File: src/rtl/muldiv_sequencer_if.sv
// Request/response bundle between the EX stage and the multiply/divide sequencer.
// The EX stage drives the master side; the sequencer implements the slave side.
interface muldiv_sequencer_if;
    logic        Start;
    logic [3:0]  Op;
    logic [31:0] A;
    logic [31:0] B;
    logic        Cancel;
    logic        Busy;
    logic        Done;
    logic [31:0] Hi;
    logic [31:0] Lo;

    modport master (
        output Start, Op, A, B, Cancel,
        input  Busy, Done, Hi, Lo
    );

    modport slave (
        input  Start, Op, A, B, Cancel,
        output Busy, Done, Hi, Lo
    );
endinterface

File: src/rtl/muldiv_sequencer.sv
// Multi-cycle multiply/divide sequencer owning the architectural HI/LO registers.
// Multiplies take one cycle in MUL; divides run a 32-step restoring divider then a
// sign-fix cycle. The divider is only built when MULDIV_DIV_EN is defined; otherwise
// DIV/DIVU are accepted as NOPs.
module muldiv_sequencer (
    input logic              Clk,
    input logic              Rst,
    muldiv_sequencer_if.slave bus
);

    localparam logic [3:0] OpMult  = 4'b0001;
    localparam logic [3:0] OpMultu = 4'b0010;
    localparam logic [3:0] OpMadd  = 4'b0011;
    localparam logic [3:0] OpMsub  = 4'b0100;
`ifdef MULDIV_DIV_EN
    localparam logic [3:0] OpDiv   = 4'b0101;
    localparam logic [3:0] OpDivu  = 4'b0110;
`endif
    localparam logic [3:0] OpMthi  = 4'b0111;
    localparam logic [3:0] OpMtlo  = 4'b1000;

`ifdef MULDIV_DIV_EN
    typedef enum logic [1:0] {StIdle, StMul, StDiv, StFix} state_e;
`else
    typedef enum logic [0:0] {StIdle, StMul} state_e;
`endif

    state_e      r_state, w_state_next;
    logic [31:0] r_hi, w_hi_next;
    logic [31:0] r_lo, w_lo_next;
    logic [31:0] r_a, w_a_next;
    logic [31:0] r_b, w_b_next;
    logic [3:0]  r_op, w_op_next;
    logic        r_done, w_done_next;
    logic        w_accept;

    // Multiplier datapath: sign- or zero-extend to 64 bits, keep the low 64 product bits.
    logic        w_mul_signed;
    logic [63:0] w_ext_a, w_ext_b, w_prod, w_acc;

    assign w_accept     = bus.Start && !bus.Cancel && (r_state == StIdle);
    assign w_mul_signed = (r_op != OpMultu);
    assign w_ext_a      = w_mul_signed ? {{32{r_a[31]}}, r_a} : {32'd0, r_a};
    assign w_ext_b      = w_mul_signed ? {{32{r_b[31]}}, r_b} : {32'd0, r_b};
    assign w_prod       = w_ext_a * w_ext_b;
    assign w_acc        = {r_hi, r_lo};

`ifdef MULDIV_DIV_EN
    logic [31:0] r_quot, w_quot_next;
    logic [31:0] r_rem, w_rem_next;
    logic [4:0]  r_cnt, w_cnt_next;

    // Divider datapath: r_quot starts as |dividend| and fills with quotient bits from the
    // right as the dividend bits shift out of its top into the partial remainder.
    logic [31:0] w_dvd_mag, w_dvs_mag, w_sub;
    logic [32:0] w_shift;
    logic        w_ge, w_q_neg, w_r_neg;
    logic [31:0] w_q_fix, w_r_fix;

    assign w_dvd_mag = (bus.Op == OpDiv && bus.A[31]) ? 32'd0 - bus.A : bus.A;
    assign w_dvs_mag = (r_op == OpDiv && r_b[31]) ? 32'd0 - r_b : r_b;
    assign w_shift   = {r_rem, r_quot[31]};
    assign w_ge      = (w_shift >= {1'b0, w_dvs_mag});
    // When w_ge holds the difference fits in 32 bits, so the top shift bit can be dropped.
    assign w_sub     = w_shift[31:0] - w_dvs_mag;
    assign w_q_neg   = (r_op == OpDiv) && (r_a[31] ^ r_b[31]);
    assign w_r_neg   = (r_op == OpDiv) && r_a[31];
    assign w_q_fix   = w_q_neg ? 32'd0 - r_quot : r_quot;
    assign w_r_fix   = w_r_neg ? 32'd0 - r_rem : r_rem;
`endif

    // Next-state and commit logic; Cancel in any busy state drops back to idle uncommitted.
    always_comb begin
        w_state_next = r_state;
        w_hi_next    = r_hi;
        w_lo_next    = r_lo;
        w_a_next     = r_a;
        w_b_next     = r_b;
        w_op_next    = r_op;
        w_done_next  = 1'b0;
`ifdef MULDIV_DIV_EN
        w_quot_next  = r_quot;
        w_rem_next   = r_rem;
        w_cnt_next   = r_cnt;
`endif
        unique case (r_state)
            StIdle: begin
                if (w_accept) begin
                    w_a_next  = bus.A;
                    w_b_next  = bus.B;
                    w_op_next = bus.Op;
                    case (bus.Op)
                        OpMthi: begin
                            w_hi_next   = bus.A;
                            w_done_next = 1'b1;
                        end
                        OpMtlo: begin
                            w_lo_next   = bus.A;
                            w_done_next = 1'b1;
                        end
                        OpMult, OpMultu, OpMadd, OpMsub: w_state_next = StMul;
`ifdef MULDIV_DIV_EN
                        OpDiv, OpDivu: begin
                            w_state_next = StDiv;
                            w_quot_next  = w_dvd_mag;
                            w_rem_next   = 32'd0;
                            w_cnt_next   = 5'd0;
                        end
`endif
                        default: ;
                    endcase
                end
            end
            StMul: begin
                w_state_next = StIdle;
                if (!bus.Cancel) begin
                    w_done_next = 1'b1;
                    case (r_op)
                        OpMadd:  {w_hi_next, w_lo_next} = w_acc + w_prod;
                        OpMsub:  {w_hi_next, w_lo_next} = w_acc - w_prod;
                        default: {w_hi_next, w_lo_next} = w_prod;
                    endcase
                end
            end
`ifdef MULDIV_DIV_EN
            StDiv: begin
                if (bus.Cancel) begin
                    w_state_next = StIdle;
                end else begin
                    w_rem_next  = w_ge ? w_sub : w_shift[31:0];
                    w_quot_next = {r_quot[30:0], w_ge};
                    w_cnt_next  = r_cnt + 5'd1;
                    if (r_cnt == 5'd31) begin
                        w_state_next = StFix;
                    end
                end
            end
            StFix: begin
                w_state_next = StIdle;
                if (!bus.Cancel) begin
                    w_done_next = 1'b1;
                    // Divide by zero reports all-ones quotient and the raw dividend.
                    if (r_b == 32'd0) begin
                        w_lo_next = 32'hFFFF_FFFF;
                        w_hi_next = r_a;
                    end else begin
                        w_lo_next = w_q_fix;
                        w_hi_next = w_r_fix;
                    end
                end
            end
`endif
            default: w_state_next = StIdle;
        endcase
    end

    // State and architectural register update; reset abandons any operation in flight.
    always_ff @(posedge Clk or negedge Rst) begin
        if (!Rst) begin
            r_state <= StIdle;
            r_hi    <= 32'd0;
            r_lo    <= 32'd0;
            r_a     <= 32'd0;
            r_b     <= 32'd0;
            r_op    <= 4'd0;
            r_done  <= 1'b0;
`ifdef MULDIV_DIV_EN
            r_quot  <= 32'd0;
            r_rem   <= 32'd0;
            r_cnt   <= 5'd0;
`endif
        end else begin
            r_state <= w_state_next;
            r_hi    <= w_hi_next;
            r_lo    <= w_lo_next;
            r_a     <= w_a_next;
            r_b     <= w_b_next;
            r_op    <= w_op_next;
            r_done  <= w_done_next;
`ifdef MULDIV_DIV_EN
            r_quot  <= w_quot_next;
            r_rem   <= w_rem_next;
            r_cnt   <= w_cnt_next;
`endif
        end
    end

    assign bus.Busy = (r_state != StIdle);
    assign bus.Done = r_done;
    assign bus.Hi   = r_hi;
    assign bus.Lo   = r_lo;

endmodule

File: src/flat_wrapper.sv
// flat-port wrapper written by rule: the top's interface ports become plain ports
module muldiv_sequencer_flat 
  (Clk, Rst, bus_Start, bus_Op, bus_A, bus_B, bus_Cancel, bus_Busy, bus_Done, bus_Hi, bus_Lo);
  muldiv_sequencer_if bus_i ();
  input logic Clk;
  input logic Rst;
  input wire logic [$bits(bus_i.Start)-1:0] bus_Start;
  input wire logic [$bits(bus_i.Op)-1:0] bus_Op;
  input wire logic [$bits(bus_i.A)-1:0] bus_A;
  input wire logic [$bits(bus_i.B)-1:0] bus_B;
  input wire logic [$bits(bus_i.Cancel)-1:0] bus_Cancel;
  output wire logic [$bits(bus_i.Busy)-1:0] bus_Busy;
  output wire logic [$bits(bus_i.Done)-1:0] bus_Done;
  output wire logic [$bits(bus_i.Hi)-1:0] bus_Hi;
  output wire logic [$bits(bus_i.Lo)-1:0] bus_Lo;
  assign bus_i.Start = bus_Start;
  assign bus_i.Op = bus_Op;
  assign bus_i.A = bus_A;
  assign bus_i.B = bus_B;
  assign bus_i.Cancel = bus_Cancel;
  assign bus_Busy = bus_i.Busy;
  assign bus_Done = bus_i.Done;
  assign bus_Hi = bus_i.Hi;
  assign bus_Lo = bus_i.Lo;
  muldiv_sequencer u_core (.Clk(Clk), .Rst(Rst), .bus(bus_i));
endmodule
File: config.mk
export PLATFORM = sky130hd
export DESIGN_NAME = muldiv_sequencer_flat
export DESIGN_NICKNAME = d
export VERILOG_FILES = /design/src/rtl/muldiv_sequencer_if.sv /design/src/rtl/muldiv_sequencer.sv /design/src/flat_wrapper.sv
export SDC_FILE = /design/constraint.sdc
export NUM_CORES = 2
export LEC_CHECK = 0
export CAP_MARGIN = 15
export CORE_MARGIN = 2
export CORE_UTILIZATION = 60
export DETAILED_ROUTE_END_ITERATION = 8
export GPL_TIMING_DRIVEN = 0
export PLACE_DENSITY = 0.81
export SLEW_MARGIN = 20
export SYNTH_ARGS = -nofsm -noshare
export SYNTH_HDL_FRONTEND = slang
export SYNTH_SLANG_ARGS = --single-unit
File: constraint.sdc
create_clock -name Clk -period 11.2 [get_ports Clk]
set_clock_uncertainty 0.05 [all_clocks]
set_input_delay 1.12 -clock Clk [delete_from_list [all_inputs] [get_ports Clk]]
set_output_delay 1.12 -clock Clk [all_outputs]
set_load 0.03 [all_outputs]
Yosys cells after proc, flatten, opt, wreduce, memory -nomap -nowiden
Cells that the tools add are included.
{ "totals": {"regBits": 134, "latch_bits": 0, "ramBits": 0, "rom_bits": 0, "input_bits": 72, "out_inout_bits": 66, "word_cells": 51, "n_memories": 0} }
{ "classes": {"addsub": 2, "n_mul": 1, "div_mod_pow": 0, "n_lt_le_gt_ge": 0, "n_eq_ne": 13, "shifts": 0, "muxes": 19, "bitwise_logic": 1, "n_reduce_logical": 8} }
{ "op_table": {"columns": ["op", "n"], "rows": [
  ["32-bit one-hot mux with 2 select lines", 4],
  ["32-bit two-way mux", 6],
  ["64-bit two-way mux", 2],
  ["64-bit adder", 1],
  ["64-bit by 64-bit multiplier with 64-bit output", 1],
  ["64-bit subtractor", 1],
  ["4-bit by 2-bit equality test with 1-bit output (second input constant)", 3],
  ["4-bit by 3-bit equality test with 1-bit output (second input constant)", 3],
  ["2-bit != test (second input constant)", 3],
  ["3-bit AND reduction", 2],
  ["1-bit two-way mux", 5],
  ["4-bit by 1-bit equality test with 1-bit output (second input constant)", 1],
  ["4-bit equality test (second input constant)", 1],
  ["4-bit by 2-bit != test with 1-bit output (second input constant)", 1],
  ["1-bit one-hot mux with 2 select lines", 2],
  ["4-bit OR reduction", 1],
  ["1-bit logical AND", 2],
  ["2-bit by 1-bit != test with 1-bit output (second input constant)", 1],
  ["2-bit AND reduction", 1],
  ["2-bit OR reduction", 1],
  ["1-bit zero test", 1],
  ["1-bit inverter", 1]
]} }

Logic depth before layout (Yosys ltp)
{ "logic_depth": {"depth_word": 7, "ltp_mapped": 50, "depth_no_buf": 46} }

Worst setup path after synthesis
OpenSTA, ideal clock, no wires.
{ "synth_path": {"path_kind": "register to register", "start": "register u_core.r_op[0]", "end": "register u_core.r_hi[28] (netlist: u_core.bus.Hi[28])", "setup_ps": 77, "arrival_time_ps": 11323, "required_time_ps": 11073, "slack_ps": -251, "stages_incl_launch_ff": 45, "n_path_buf": 3, "synth_period_minus_slack_ps": 11451, "cell_sequence": "dfrtp_1 > nor4b_1 > nor2b_1 > clkbuf_1 > clkbuf_1 > nand2_1 > fa_1 > inv_1 > fa_1 > inv_1 > fa_1 > inv_1 > fa_1 > fa_1 > inv_1 > fa_1 > inv_1 > fa_1 > [... 9 more ...] > a21o_1 > a21o_1 > a31oi_1 > nand3_1 > o31a_1 > a21oi_1 > xnor2_1 > ha_1 > or4_4 > nor4_1 > inv_1 > or4_1 > o22ai_1 > a2bb2oi_2 > a41oi_1 > a2bb2oi_1 > mux2_2 > a21oi_1"} }
{ "synth_between": {"elab_chain_cells": 7, "elab_cells_between_ends": 11, "classes_between": "2 x add/sub; 1 x mul; 3 x eq/ne; 5 x mux"} }
{ "synth_rtl": {"columns": ["element", "line_no", "text"], "rows": [
  ["start, declared", "muldiv_sequencer.sv:33", "logic [3:0] r_op, w_op_next;"],
  ["start signal, assigned", "muldiv_sequencer.sv:178", "r_op <= w_op_next;"],
  ["4-bit by 2-bit != test with 1-bit output", "muldiv_sequencer.sv:42", "assign w_mul_signed = (r_op != OpMultu);"],
  ["64-bit two-way mux, on equally long branches", "muldiv_sequencer.sv:43, muldiv_sequencer.sv:44", null],
  ["64-bit by 64-bit multiplier with 64-bit output", "muldiv_sequencer.sv:45", "assign w_prod = w_ext_a * w_ext_b;"],
  ["64-bit subtractor or 64-bit adder (tied branches)", "muldiv_sequencer.sv:120, muldiv_sequencer.sv:119", null],
  ["32-bit one-hot mux with 2 select lines (*)", "muldiv_sequencer.sv:118", "case (r_op)"],
  ["32-bit two-way mux (*)", "muldiv_sequencer.sv:116", "if (!bus.Cancel) begin"],
  ["32-bit one-hot mux with 2 select lines (*)", "muldiv_sequencer.sv:86", "unique case (r_state)"],
  ["end signal, assigned", "muldiv_sequencer.sv:174", "r_hi <= w_hi_next;"],
  ["end, declared", "muldiv_sequencer.sv:29", "logic [31:0] r_hi, w_hi_next;"]
]} }
Mark *: on every way between the ends. The rest lies on a longest branch, timed or not. The select of a mux whose other input is x is not followed.
A chain may end at the register's enable or synchronous reset.

Worst setup path after layout
{ "layout_path": {"start": "register u_core.r_a[15]", "end": "register u_core.r_hi[31] (netlist: u_core.bus.Hi[31])"} }
{ "layout_between": {"elab_chain_cells": 6, "elab_cells_between_ends": 7, "classes_between": "2 x add/sub; 1 x mul; 4 x mux"} }
{ "layout_rtl": {"columns": ["element", "line_no", "text"], "rows": [
  ["start, declared", "muldiv_sequencer.sv:31", "logic [31:0] r_a, w_a_next;"],
  ["start signal, assigned", "muldiv_sequencer.sv:176", "r_a <= w_a_next;"],
  ["64-bit two-way mux (*)", "muldiv_sequencer.sv:43", "assign w_ext_a = w_mul_signed ? {{32{r_a[31]}}, r_a} : {32'd0, r_a};"],
  ["64-bit by 64-bit multiplier with 64-bit output (*)", "muldiv_sequencer.sv:45", null],
  ["64-bit subtractor or 64-bit adder (tied branches)", "muldiv_sequencer.sv:120, muldiv_sequencer.sv:119", null],
  ["32-bit one-hot mux with 2 select lines (*)", "muldiv_sequencer.sv:118", null],
  ["32-bit two-way mux (*)", "muldiv_sequencer.sv:116", null],
  ["32-bit one-hot mux with 2 select lines (*)", "muldiv_sequencer.sv:86", null]
]} }
Marked as above.

==> flow_summary_export.csv <==
group,metric,value,unit
placement,io_buffer_count,137,
setup_path,r2r_start,"u_core.r_a[15]",
timing,period_share,108,%
routing,vias_per_cell,6.53,
cells_and_area,layout_commonest_cell,"inv_1",
setup_path,worst_ep_arrival_time,12.42,ns
setup_path,crit_path_end_kind,"flip-flop",
placement,placed_area,0.0649,mm2
setup_path,cpMaxStageDelayCell,"fa_2",
global_route,grt_pass1_wl,389000,um
routing,first_pass_iters,9,
yosys,synthCells,6883,
cts,cts_buffers,17,
yosys,yosysWarningCount,0,
setup_path,cp_common_cell,"fa_1",
cts,htree_levels,4,
global_route,grt_pass1_vias,58100,
die,initial_core_util,60.5,%
status,status,"complete, but fails checks",
routing,post_drt_wl_per_cell,31.6,um
setup_path,cp_max_fo,10,
routing,drt_iter0_markers,7957,
die,num_rows,117,
yosys,synth_area,0.0617,mm2
setup_path,critPathRequiredTime,11.53,ns
setup_path,slowest_delay,0.67,ns
placement,placed_cells,8392,
cts,insertion_delay,0.53,ns
die,die_h,325,um
yosys,ys_types,104,
setup_path,critPathLaunch,"u_core.r_a[15]",
placement,dp_hpwl,216000,um
cts,clk_pin_slew,0.09,ns
timing,fmax,82.7,MHz
cts,cts_root_buf,"clkbuf_16",
routing,routed_wirelength,274000,um
setup_path,worstSetupStartpointType,"flip-flop",
cells_and_area,postLayoutCellArea,0.0717,mm2
placement,routabilityCongestion,1.13,
worst_hold_path,min_path_type,"in -> async",
yosys,postSynth.asyncResetShare,100,%
cells_and_area,drive_gt1_share,15.2,%
timing,rsz0062_at_grt,"true",
timing,whs,0.411,ns
routing,vias,56600,
yosys,syn_area_per_cell,8.96,um2
die,dieArea,0.105,mm2
global_route,antenna_found_initial,37,
global_route,grt_max_degree,56,
routing,drc_errors,99,
timing,layout_setup_ws,-0.888,ns
die,fp.coreArea,0.102,mm2
job,drv_cap,0,
cells_and_area,num-fill-cells,7516,
cells_and_area,final_cell_mix,"inv_1, fa_1, nand2_1, and2_1, ha_1",
cells_and_area,nNetsFinal,9193,
die,die_x,325,um
cells_and_area,fin_util,70.4,%
cts,cts-hold-fix-buffers,0,
timing,hold_viol,0,
timing,setup_viol,23,
cells_and_area,fin_cells,8666,
die,ios,138,
timing,fin_crit,12.09,ns
yosys,ys_seq_area_share,5.44,%
global_route,grt_overflow,0,
cts,clkSinkCount,134,
timing,slew_headroom,13.1,%
setup_path,critPathKind,"reg -> reg",
timing,drv_slew,0,
cts,cts_tree,"built",
cts,clockBufferDepth,2,
yosys,synth_ff_type,"dfrtp_1",
routing,ant_nets,0,
yosys,synth_edf_count,0,
cells_and_area,areaGrowthSynthToFinish,16.3,%
status,violations,"design-rule violations, negative setup slack",
global_route,track_usage,52.0,%
timing,worst_pin_slew,1.30,ns
yosys,syn_nets,8817,
yosys,synth-seq-cells,134,
[cell families (layout without fill, tap and decap cells)]
kind of cell / count (synthesis) / after routing / synth area share, %
buf+inv: 2023 / 2412 / 12.4
fa+ha+maj: 1864 / 1864 / 55.2
simple gates: 1716 / 1716 / 13.4
compound gates: 916 / 916 / 10.0
xor+xnor: 158 / 158 / 2.30
flops: 134 / 134 / 5.44
mux: 72 / 72 / 1.31
other cells: 0 / 26 / 0
[sequential cells by signal, indices dropped and copies added, names as in the netlist]
register	count
u_core.bus.Done	1
u_core.r_b	32
u_core.bus.Hi	32
u_core.r_a	32
u_core.r_op	4
u_core.bus.Busy	1
u_core.bus.Lo	32
[repair_timing]
action                                  in CTS  in global routing
buffers inserted                           145                104
endpoints found under the setup margin      44                 40
pin swaps                                  116                129
resized for setup                          887                274
[synth_stat cells (all sizes together), types with 10 or more instances]
library cell | instances | area, um2
dfrtp | 134 | 3350
a21boi | 12 | 93.8
o221ai | 32 | 280
o211ai | 22 | 170
nand2b | 16 | 100
fa | 1424 | 28500
a221oi | 37 | 337
a31oi | 35 | 277
xnor2 | 119 | 1050
nand3 | 46 | 235
o22ai | 25 | 156
a21oi | 265 | 1350
and2 | 475 | 2970
and3 | 17 | 106
nor3 | 44 | 235
o21bai | 43 | 323
nor2b | 24 | 150
nor2 | 216 | 813
o21a | 21 | 158
or3 | 18 | 113
nand4 | 30 | 194
o21ai | 181 | 913
ha | 438 | 5480
a221o | 26 | 260
a41oi | 10 | 87.6
nand2 | 772 | 2900
a211oi | 24 | 195
inv | 1662 | 6240
a21o | 83 | 623
nor4 | 24 | 150
xor2 | 39 | 368
clkbuf | 314 | 1180
buf | 46 | 235
mux2 | 69 | 777
o31ai | 25 | 211
[worst paths after layout]
| check | to | slack (ns) | cells past startpoint |
|---|---|---|---|
| setup / recovery | u_core.bus.Hi[31] | -0.89 | 46 |
| hold / removal | u_core.r_b[16] | 0.41 | 1 |
| max in group asynchronous | u_core.r_a[25] | 9.67 | 3 |
| setup reg to reg | u_core.bus.Hi[31] | -0.89 | 46 |
| min in group Clk | u_core.r_op[0] | 0.58 | 1 |
| hold reg to reg | u_core.r_op[0] | 0.58 | 1 |
[per-layer routing]
metal / wire, um / vias to the layer above / track usage (%)
met2: 111000 / 5141 / 72.7
met1: 89500 / 28000 / 63.0
met4: 31900 / 31 / 44.3
met3: 40500 / 1795 / 20.2
li1: - / 21700 / -
met5: 286 / - / 0.408
[critical path: cells and delay by family (launching register included)]
family | cells | cell delay [ns]
fa+ha+maj | 12 | 5.38
compound gates | 10 | 2.41
buf+inv | 14 | 1.83
simple gates | 8 | 1.37
flops | 1 | 0.50
xor+xnor | 2 | 0.35
[per-stage QoR]
step | setup WS [ns] | TNS (ns)
6_report | -0.888 | -12.70
2_1_floorplan | 0.000991 | 0
5_1_grt | -0.983 | -15.34
3_3_place_gp | -3.45 | -92.16
3_5_place_dp | -3.42 | -91.52
4_1_cts | -0.399 | -2.32
[area by class of cell]
class | count | area (um2) | share of cell area (%)
plain buffers | 327 | 2890 | 4.03
flip-flops and latches | 134 | 3440 | 4.80
diodes | 26 | 65.1 | 0.0907
repair buffers | 390 | 3550 | 4.95
clock inverters | 14 | 151 | 0.211
well taps | 1368 | 1710 | 2.39
multi-input cells | 4726 | 53200 | 74.2
clock buffers | 18 | 439 | 0.612
inverters | 1663 | 6270 | 8.74
Power is left out: the tool's default activity adds up to more than one toggle a clock period on the data nets, which glitch-free logic cannot reach.
